File: config.mk
export PLATFORM = sky130hd
export DESIGN_NAME = prefix_adder_pipe
export DESIGN_NICKNAME = d
export VERILOG_FILES = /design/src/rtl/prefix_adder_pipe.sv
export SDC_FILE = /design/constraint.sdc
export NUM_CORES = 1
export LEC_CHECK = 0
export CAP_MARGIN = 15
export CORE_UTILIZATION = 40
export CTS_BUF_LIST = sky130_fd_sc_hd__clkbuf_2
export DETAILED_ROUTE_END_ITERATION = 6
export GPL_TIMING_DRIVEN = 1
export PLACE_DENSITY = 0.74
export SLEW_MARGIN = 0
export SYNTH_ARGS = -nofsm -noshare
export SYNTH_HDL_FRONTEND = slang
export SYNTH_SLANG_ARGS = --single-unit
File: constraint.sdc
create_clock -name clk -period 1.56 [get_ports clk]
set_input_delay 0.312 -clock clk [delete_from_list [all_inputs] [get_ports clk]]
set_output_delay 0.312 -clock clk [all_outputs]
set_load 0.01 [all_outputs]
File: src/rtl/prefix_adder_pipe.sv
// Pipelined Brent-Kung prefix adder/subtractor with a valid/ready stream interface.
// Operands arrive interleaved (bit 2i = a[i], bit 2i+1 = b[i]). The carry tree is
// split across PIPE_STAGES register stages. The final stage registers the sum,
// carry-out, overflow and tag. Flow control collapses bubbles: a stage can load
// whenever the stage after it is empty or is itself moving on.
module prefix_adder_pipe #(
    parameter int WIDTH       = 12,
    parameter int PIPE_STAGES = 2,
    parameter int TAG_W       = 4
) (
    input  logic               clk,
    input  logic               rst_n,
    input  logic               in_valid,
    output logic               in_ready,
    input  logic [2*WIDTH-1:0] in_operands,
    input  logic               in_cin,
    input  logic               in_sub,
    input  logic [TAG_W-1:0]   in_tag,
    output logic               out_valid,
    input  logic               out_ready,
    output logic [WIDTH:0]     out_sum,
    output logic               out_ovf,
    output logic [TAG_W-1:0]   out_tag
);

    // Tree geometry. The operand is padded up to a power of two (N). Pad bits
    // carry g = p = 0, so they never disturb the real carries.
    localparam int LOG_N = $clog2(WIDTH);
    localparam int N     = 1 << LOG_N;
    localparam int L     = 2 * LOG_N - 1;
    localparam int S     = PIPE_STAGES;

    // Last tree level evaluated by stage s. Register k sits after level
    // ceil(k*L/S), and the final stage finishes the tree.
    function automatic int level_hi(input int s);
        if (s >= S - 1) begin
            return L;
        end
        return ((s + 1) * L + S - 1) / S;
    endfunction

    // One Brent-Kung level. Levels 1..LOG_N form the up-sweep. Levels
    // LOG_N+1..L form the down-sweep, which fills in the remaining prefixes.
    // Every read uses the level inputs, so node order within a level does not matter.
    function automatic logic [2*N-1:0] bk_level(input logic [N-1:0] g_in,
                                                input logic [N-1:0] p_in,
                                                input int           lvl);
        logic [N-1:0] g_out;
        logic [N-1:0] p_out;
        int           dl;
        int           step;
        int           d;
        g_out = g_in;
        p_out = p_in;
        dl    = (lvl <= LOG_N) ? lvl : (2 * LOG_N - lvl);
        step  = 1 << dl;
        d     = step >> 1;
        for (int i = 0; i < N; i++) begin
            if (lvl <= LOG_N) begin
                if (((i + 1) % step) == 0) begin
                    g_out[i] = g_in[i] | (p_in[i] & g_in[i-d]);
                    p_out[i] = p_in[i] & p_in[i-d];
                end
            end else if ((i >= step) && (((i + 1) % step) == d)) begin
                g_out[i] = g_in[i] | (p_in[i] & g_in[i-d]);
                p_out[i] = p_in[i] & p_in[i-d];
            end
        end
        return {g_out, p_out};
    endfunction

    // Inputs to each stage's combinational slice of the tree:
    // prefix generate, prefix propagate, raw half-sum bits, carry-in and tag.
    logic [N-1:0]     st_g   [S];
    logic [N-1:0]     st_p   [S];
    logic [WIDTH-1:0] st_hp  [S];
    logic             st_c0  [S];
    logic [TAG_W-1:0] st_tag [S];

    logic [S-1:0] vld_reg;
    logic [S-1:0] adv;
    logic [S-1:0] inc_vld;
    logic [S-1:0] load;
    logic         run_reg;
    logic         accept;

    // Operand unpacking and bit-level generate/propagate.
    logic [WIDTH-1:0] op_a;
    logic [WIDTH-1:0] op_b;
    logic [WIDTH-1:0] b_eff;
    logic [WIDTH-1:0] hp0;
    logic [WIDTH-1:0] g_fold;
    logic             c0_in;

    for (genvar gi = 0; gi < WIDTH; gi++) begin : g_unpack
        assign op_a[gi] = in_operands[2*gi];
        assign op_b[gi] = in_operands[2*gi+1];
    end

    // Subtract inverts b and forces carry-in to 1. The carry-in is folded into
    // bit 0's generate, so each prefix generate equals the carry into the next bit.
    always_comb begin
        c0_in     = in_sub | in_cin;
        b_eff     = op_b ^ {WIDTH{in_sub}};
        hp0       = op_a ^ b_eff;
        g_fold    = op_a & b_eff;
        g_fold[0] = g_fold[0] | (hp0[0] & c0_in);
    end

    assign st_g[0]   = N'(g_fold);
    assign st_p[0]   = N'(hp0);
    assign st_hp[0]  = hp0;
    assign st_c0[0]  = c0_in;
    assign st_tag[0] = in_tag;

    // Backward ready chain: a stage advances when it is empty or its successor advances.
    always_comb begin
        adv[S-1] = ~vld_reg[S-1] | out_ready;
        for (int s = S - 2; s >= 0; s--) begin
            adv[s] = ~vld_reg[s] | adv[s+1];
        end
    end

    // Valid bit arriving at each stage.
    always_comb begin
        inc_vld[0] = accept;
        for (int s = 1; s < S; s++) begin
            inc_vld[s] = vld_reg[s-1];
        end
    end

    assign in_ready  = run_reg & adv[0];
    assign accept    = in_valid & in_ready;
    assign load      = adv & inc_vld;
    assign out_valid = vld_reg[S-1];

    // Stage valid bits. run_reg holds in_ready low during reset and for the
    // release edge.
    always_ff @(posedge clk or negedge rst_n) begin
        if (!rst_n) begin
            vld_reg <= '0;
            run_reg <= 1'b0;
        end else begin
            run_reg <= 1'b1;
            for (int s = 0; s < S; s++) begin
                if (adv[s]) begin
                    vld_reg[s] <= inc_vld[s];
                end
            end
        end
    end

    for (genvar gi = 0; gi < S; gi++) begin : g_stage
        localparam int LO = (gi == 0) ? 0 : level_hi(gi - 1);
        localparam int HI = level_hi(gi);

        logic [N-1:0] lvl_g;
        logic [N-1:0] lvl_p;

        // Evaluate this stage's share of the tree levels.
        always_comb begin
            lvl_g = st_g[gi];
            lvl_p = st_p[gi];
            for (int l = LO + 1; l <= HI; l++) begin
                {lvl_g, lvl_p} = bk_level(lvl_g, lvl_p, l);
            end
        end

        if (gi < S - 1) begin : g_mid
            logic [N-1:0]     g_reg;
            logic [N-1:0]     p_reg;
            logic [WIDTH-1:0] hp_reg;
            logic             c0_reg;
            logic [TAG_W-1:0] tag_reg;

            // Intermediate register: partial prefixes plus what the sum stage needs.
            always_ff @(posedge clk or negedge rst_n) begin
                if (!rst_n) begin
                    g_reg   <= '0;
                    p_reg   <= '0;
                    hp_reg  <= '0;
                    c0_reg  <= 1'b0;
                    tag_reg <= '0;
                end else if (load[gi]) begin
                    g_reg   <= lvl_g;
                    p_reg   <= lvl_p;
                    hp_reg  <= st_hp[gi];
                    c0_reg  <= st_c0[gi];
                    tag_reg <= st_tag[gi];
                end
            end

            assign st_g[gi+1]   = g_reg;
            assign st_p[gi+1]   = p_reg;
            assign st_hp[gi+1]  = hp_reg;
            assign st_c0[gi+1]  = c0_reg;
            assign st_tag[gi+1] = tag_reg;
        end else begin : g_last
            logic [WIDTH:0]   carry;
            logic [WIDTH-1:0] sum_next;
            logic             ovf_next;

            // carry[i] is the carry into bit i. carry[WIDTH] is the carry-out.
            always_comb begin
                carry    = {lvl_g[WIDTH-1:0], st_c0[gi]};
                sum_next = st_hp[gi] ^ carry[WIDTH-1:0];
                ovf_next = carry[WIDTH] ^ carry[WIDTH-1];
            end

            // Output register. It only loads when the consumer can take it,
            // so a stalled result holds steady.
            always_ff @(posedge clk or negedge rst_n) begin
                if (!rst_n) begin
                    out_sum <= '0;
                    out_ovf <= 1'b0;
                    out_tag <= '0;
                end else if (load[gi]) begin
                    out_sum <= {carry[WIDTH], sum_next};
                    out_ovf <= ovf_next;
                    out_tag <= st_tag[gi];
                end
            end
        end
    end

endmodule

==> impl_metrics.csv, run 1 <==
group,metric,value,unit
grt,grt_max_degree,54,
placed_design,placed_area,3310,um2
sta,min_period,1610,ps
worst_setup_path,crit_path_start,"vld_reg[1]",
worst_setup_path,cp_top_family,"flip-flops",
synth,ys_types,29,
worst_setup_path,cp_max_fo,2,
placed_design,gp_congestion,0.839,
final_layout,antenna_cells,0,
final_layout,n_fill_cell,542,
die,die_w,81.8,um
clock_network,cts_tree,"yes",
synth,synth_area_per_cell,12.5,um2
worst_setup_path,critical_path_class,"reg -> out",
synth,synth_cells,203,
run,drv_cap,0,
worst_setup_path,r2r_setup_slack,90,ps
pwr,leakage,0.00169,uW
placed_design,hpwl,3670,um
clock_network,cts_buffers,5,
synth,seq_area_frac_synth,52.1,%
synth,synth_seq_cells,53,
detailed_routing,avgViaCountPerCell,4.65,
synth,yosys_warnings,0,
die,die_h,81.8,um
die,num_rows,28,
worst_setup_path,slowest_stage,"dfrtp_1",
synth,synth_edf_count,0,
sta,setup-violations-final,1,
sta,fin_ws,-50.3,ps
status,status,"finished, violations left",
pwr,peakVddDrop,0.539,mV
die,initial_utilization,42.2,%
sta,fmax,621,MHz
final_layout,largest_register_ffs,13,
placed_design,port_buffers,53,
grt,grt_pass1_vias,1731,
detailed_routing,drtAntennaViolNets,0,
clock_network,numClockSinks,53,
worst_setup_path,critPathMaxStageDelay,460,ps
detailed_routing,drc_errors,0,
worst_setup_path,path_cells,"buf_6 -> nand3b_4 -> and2_4 -> buf_6",
synth,synth_fp_nets,254,
sta,rsz0062_at_grt,"true",
worst_setup_path,crit_buf_inv,2,
worst_setup_path,cp-start-kind,"register",
final_layout,final_area,3470,um2
sta,finalMaxSlewViolations,0,
worst_setup_path,cp_common_cell,"buf_6",
status,violations,"setup timing",
worst_setup_path,worst_setup_path_end_kind,"primary output",
detailed_routing,wire_per_inst,13.3,um
synth,netlist_top_cells_area,"dfrtp_1, ha_1, mux2_4, xor2_1, mux2_2",
synth,synth.largest_area_cell,"dfrtp_1",
final_layout,syn_to_final_growth,36.5,%
synth,synth-async-reset-ratio,100,%
detailed_routing,drtPass1Iterations,4,
clock_network,cts-root-buf,"clkbuf_2",
synth,synth_ff_type,"dfrtp_1",
detailed_routing,drt_iter0_markers,75,
grt,grt_pass1_wl,8160,um
worst_setup_path,worstReg2RegStart,"vld_reg[1]",
clock_network,cts.clk_slew.worst_paths,250,ps
die,fp.dieArea,6690,um2
sta,hold_viol,0,
worst_setup_path,arrival,1300,ps
grt,grt.total_usage,16.3,%
hold_path,hold_path_class,"in -> async",
grt,gr-total-overflow,0,
sta,fin_tns_setup,-50.3,ps
pwr,powerDensity,1160,nW/um2
pwr,total_power,4010,uW
synth,netlist.area_leader.share,52.1,%
die,core,6030,um2
detailed_routing,vias,1712,
final_layout,nets,343,
final_layout,mostFrequentLayoutCell,"dfrtp_1",
clock_network,htreeDepth,2,
detailed_routing,wirelength,4900,um
grt,antenna_found_initial,0,
clock_network,cts_buffer_depth,2,
final_layout,most-common-layout-cells,"dfrtp_1, clkdlybuf4s50_1, buf_4, nand2_1, o21ai_0",
sta,period_share,103,%
synth,syn_area,2540,um2
final_layout,fin_cells,368,
worst_setup_path,required,1250,ps
sta,finClkSkew,13.5,ps
clock_network,clkLatencyLatePin,420,ps
final_layout,drive_above_1_share,25.9,%
placed_design,dp_cells,347,
die,ios,54,
cell usage after synthesis (2+ instances only):
cell type and instances:
xnor2_1 3, buf_2 4, xor2_1 17, nand2b_1 2, mux2_2 12, dfrtp_1 53
ha_1 17, mux2_4 10, mux2_1 9, nand4_1 2, a21o_1 3, nand2_1 23
o21ai_0 19, a21oi_1 8, nor2_1 5, buf_6 3
final cells by class:
cell class / instances / area [um2] / share of cell area [%]
clock buffer: 7 / 35.0 / 1.01
clock inverter: 1 / 7.51 / 0.216
inverter: 1 / 3.75 / 0.108
multi-input combinational: 141 / 1180 / 34.1
sequential: 53 / 1330 / 38.2
tap: 75 / 93.8 / 2.70
timing repair buffer: 90 / 822 / 23.7
worst min-delay path: cells and delay by family:
kind     cells  cell delay (ps)
buf+inv      3              900
layer usage:
layer  global-route usage (%)  part of all wire [%]
met1                     21.6                    46
met2                     26.6                    51
met3                     4.44                   3.4
met4                     3.68                  0.31
met5                        0                     0
kinds of logic (layout without fill, tap and decap cells):
group / after synthesis / in the layout / share of synthesized area [%]
muxes: 32 / 32 / 15.6
buffers and inverters: 9 / 99 / 2.56
xor gates and xnor gates: 20 / 20 / 6.88
AOI/OAI and AO/OA: 34 / 34 / 7.38
and+or+nand+nor: 37 / 37 / 6.98
DFF: 53 / 53 / 52.1
other: 1 / 1 / 0.147
adders and majority gates: 17 / 17 / 8.36
path summary, 6_finish.rpt:
path                       cells after the start                     endpoint
min in group clk                               2  g_stage[0].g_mid.tag_reg[2]
max                                            4                     in_ready
min reg2reg                                    2                   out_sum[5]
max in group asynchronous                      3   g_stage[0].g_mid.hp_reg[5]
min                                            3  g_stage[0].g_mid.tag_reg[2]
max reg2reg                                    6   g_stage[0].g_mid.hp_reg[5]
where the power goes:
group / switching [uW] / internal (uW) / total [uW]
Clock: 414 / 124 / 538
Sequential: 210 / 1760 / 1970
Combinational: 618 / 891 / 1510
Total: 1240 / 2770 / 4010
through the flow:
stage / utilization, % / hold WS, ps / worst slack [ps]
6_report: 57.6 / 354 / -50.3
5_1_grt: 57.6 / 346 / -146
3_3_place_gp: 55.0 / 331 / -472
4_1_cts: 56.5 / 348 / -85.9
3_5_place_dp: 55.0 / 326 / -516
2_1_floorplan: - / 16.4 / -82.3
timing repair:
action,4_1_cts,5_1_grt
hold buffers,1,0
buffers inserted,9,3
gates resized for setup,24,13
endpoints found under the setup margin,21,8
pin swaps,2,4
endpoints found under the hold margin,53,0
Power figures use the tool's default switching activity.
==> run 2: changes to the inputs <==
--- a/config.mk
+++ b/config.mk
@@ -9,7 +9,7 @@
 export CORE_UTILIZATION = 40
 export CTS_BUF_LIST = sky130_fd_sc_hd__clkbuf_2
 export DETAILED_ROUTE_END_ITERATION = 6
-export GPL_TIMING_DRIVEN = 1
+export GPL_TIMING_DRIVEN = 0
 export PLACE_DENSITY = 0.74
 export SLEW_MARGIN = 0
 export SYNTH_ARGS = -nofsm -noshare
==> constraint.sdc (replaced) <==
create_clock -name clk -period 2.07 [get_ports clk]
set_input_delay 0.414 -clock clk [delete_from_list [all_inputs] [get_ports clk]]
set_output_delay 0.414 -clock clk [all_outputs]
set_load 0.01 [all_outputs]
==> impl_metrics.csv, run 2 (synthesis gave the netlist of run 1 again) <==
group,metric,value,unit
status,status,"complete, no violations",
final_layout,antenna_cells,0,
placed_design,port_buffers,52,
detailed_routing,drtAntennaViolNets,0,
sta,period_share,93.5,%
final_layout,nets,315,
worst_setup_path,cp-start-kind,"primary input",
die,ios,54,
die,die_w,81.8,um
pwr,total_power,3260,uW
worst_setup_path,cp_max_fo,3,
worst_setup_path,critPathMaxStageDelay,400,ps
final_layout,largest_register_ffs,13,
sta,fin_tns_setup,0,ps
clock_network,numClockSinks,53,
sta,setup-violations-final,0,
hold_path,hold_path_class,"in -> reg",
worst_setup_path,slowest_stage,"clkdlybuf4s50_1",
detailed_routing,wirelength,4920,um
worst_setup_path,crit_buf_inv,2,
clock_network,cts-root-buf,"clkbuf_2",
die,die_h,81.8,um
final_layout,drive_above_1_share,16.2,%
die,fp.dieArea,6690,um2
placed_design,gp_congestion,0.765,
grt,gr-total-overflow,0,
final_layout,syn_to_final_growth,28.8,%
final_layout,mostFrequentLayoutCell,"dfrtp_1",
sta,fin_ws,135,ps
sta,fmax,517,MHz
sta,finClkSkew,30.3,ps
die,initial_utilization,42.2,%
grt,grt_pass1_vias,1647,
clock_network,cts_buffers,5,
detailed_routing,drc_errors,0,
detailed_routing,vias,1657,
pwr,peakVddDrop,0.504,mV
pwr,leakage,0.00151,uW
placed_design,hpwl,3730,um
final_layout,n_fill_cell,551,
worst_setup_path,cp_top_family,"buffers and inverters",
sta,hold_viol,0,
grt,antenna_found_initial,0,
clock_network,cts.clk_slew.worst_paths,260,ps
worst_setup_path,path_cells,"clkdlybuf4s50_1 -> nand3b_2 -> and2_1 -> dlygate4sd2_1",
worst_setup_path,worst_setup_path_end_kind,"primary output",
pwr,powerDensity,995,nW/um2
sta,rsz0062_at_grt,"false",
clock_network,clkLatencyLatePin,460,ps
grt,grt_max_degree,36,
worst_setup_path,arrival,1520,ps
clock_network,cts_tree,"yes",
placed_design,pre_cts_ws,-90.6,ps
detailed_routing,drt_iter0_markers,73,
run,drv_cap,0,
detailed_routing,avgViaCountPerCell,4.87,
detailed_routing,wire_per_inst,14.5,um
sta,min_period,1940,ps
clock_network,htreeDepth,2,
sta,finalMaxSlewViolations,0,
worst_setup_path,required,1660,ps
die,num_rows,28,
detailed_routing,drtPass1Iterations,4,
clock_network,cts_buffer_depth,2,
grt,grt.total_usage,16.3,%
grt,grt_pass1_wl,8000,um
die,core,6030,um2
worst_setup_path,critical_path_class,"in -> out",
final_layout,most-common-layout-cells,"dfrtp_1, clkdlybuf4s50_1, nand2_1, o21ai_0",
[run 2: final cells by class]
cell class	count	area [um2]	area share, %
Inverter	1	3.75	0.115
Sequential cell	53	1330	40.5
Clock inverter	3	68.8	2.10
Buffer	8	61.3	1.87
Multi-Input combinational cell	141	1150	35.2
Timing Repair Buffer	54	544	16.6
Tap cell	75	93.8	2.86
Clock buffer	5	25.0	0.764
[run 2: final timing paths]
kind | depth (start not counted) | from | slack (ps) | to
max | 4 | out_ready | 130 | in_ready
min | 3 | in_sub | 360 | g_stage[0].g_mid.c0_reg
max reg2reg | 5 | g_stage[0].g_mid.g_reg[7] | 630 | out_sum[11]
min reg2reg | 2 | out_sum[7] | 520 | out_sum[7]
max in group asynchronous | 3 | rst_n | 1140 | g_stage[0].g_mid.hp_reg[2]
min in group asynchronous | 2 | rst_n | 400 | g_stage[0].g_mid.tag_reg[2]
[run 2: power by group]
| part | internal (uW) | switching [uW] |
|---|---|---|
| sequential | 1330 | 172 |
| combinational | 650 | 435 |
| clock | 329 | 349 |
[run 2: repair_timing]
action | CTS | global route
hold buffers | 1 | 0
endpoints found under the hold margin | 18 | 0
setup endpoints to repair | 1 | 0
setup buffers | 0 | 0
gates resized for setup | 1 | 0
[run 2: worst min-delay path, cell delays in order]
cell,delay [ps]
buf_6,90
or2_0,140
mux2_2,150
[run 2: through the flow]
stage / instances / hold slack [ps] / instance area (um2) / util (%)
floorplan: 203 / 118 / 2540 / -
global placement: 330 / 462 / 3160 / 52.4
detailed placement: 331 / 391 / 3170 / 52.7
CTS: 340 / 338 / 3280 / 54.4
global route: 340 / 355 / 3280 / 54.4
finish: 340 / 358 / 3280 / 54.4
[run 2: routing by layer]
layer  vias to the layer above  track usage, %  wire (um)
met1                       791            22.5       2340
li1                        821               -          -
met3                         7            3.11        196
met4                         0            6.84         76
met5                         -               0          0
met2                        38            25.1       2310
==> run 3: changes to the inputs <==
--- a/config.mk
+++ b/config.mk
@@ -5,7 +5,6 @@
 export SDC_FILE = /design/constraint.sdc
 export NUM_CORES = 1
 export LEC_CHECK = 0
-export CAP_MARGIN = 15
 export CORE_UTILIZATION = 40
 export CTS_BUF_LIST = sky130_fd_sc_hd__clkbuf_2
 export DETAILED_ROUTE_END_ITERATION = 6
==> results of run 3 <==
The final DEF is identical to that of run 2; final timing and power are the same.
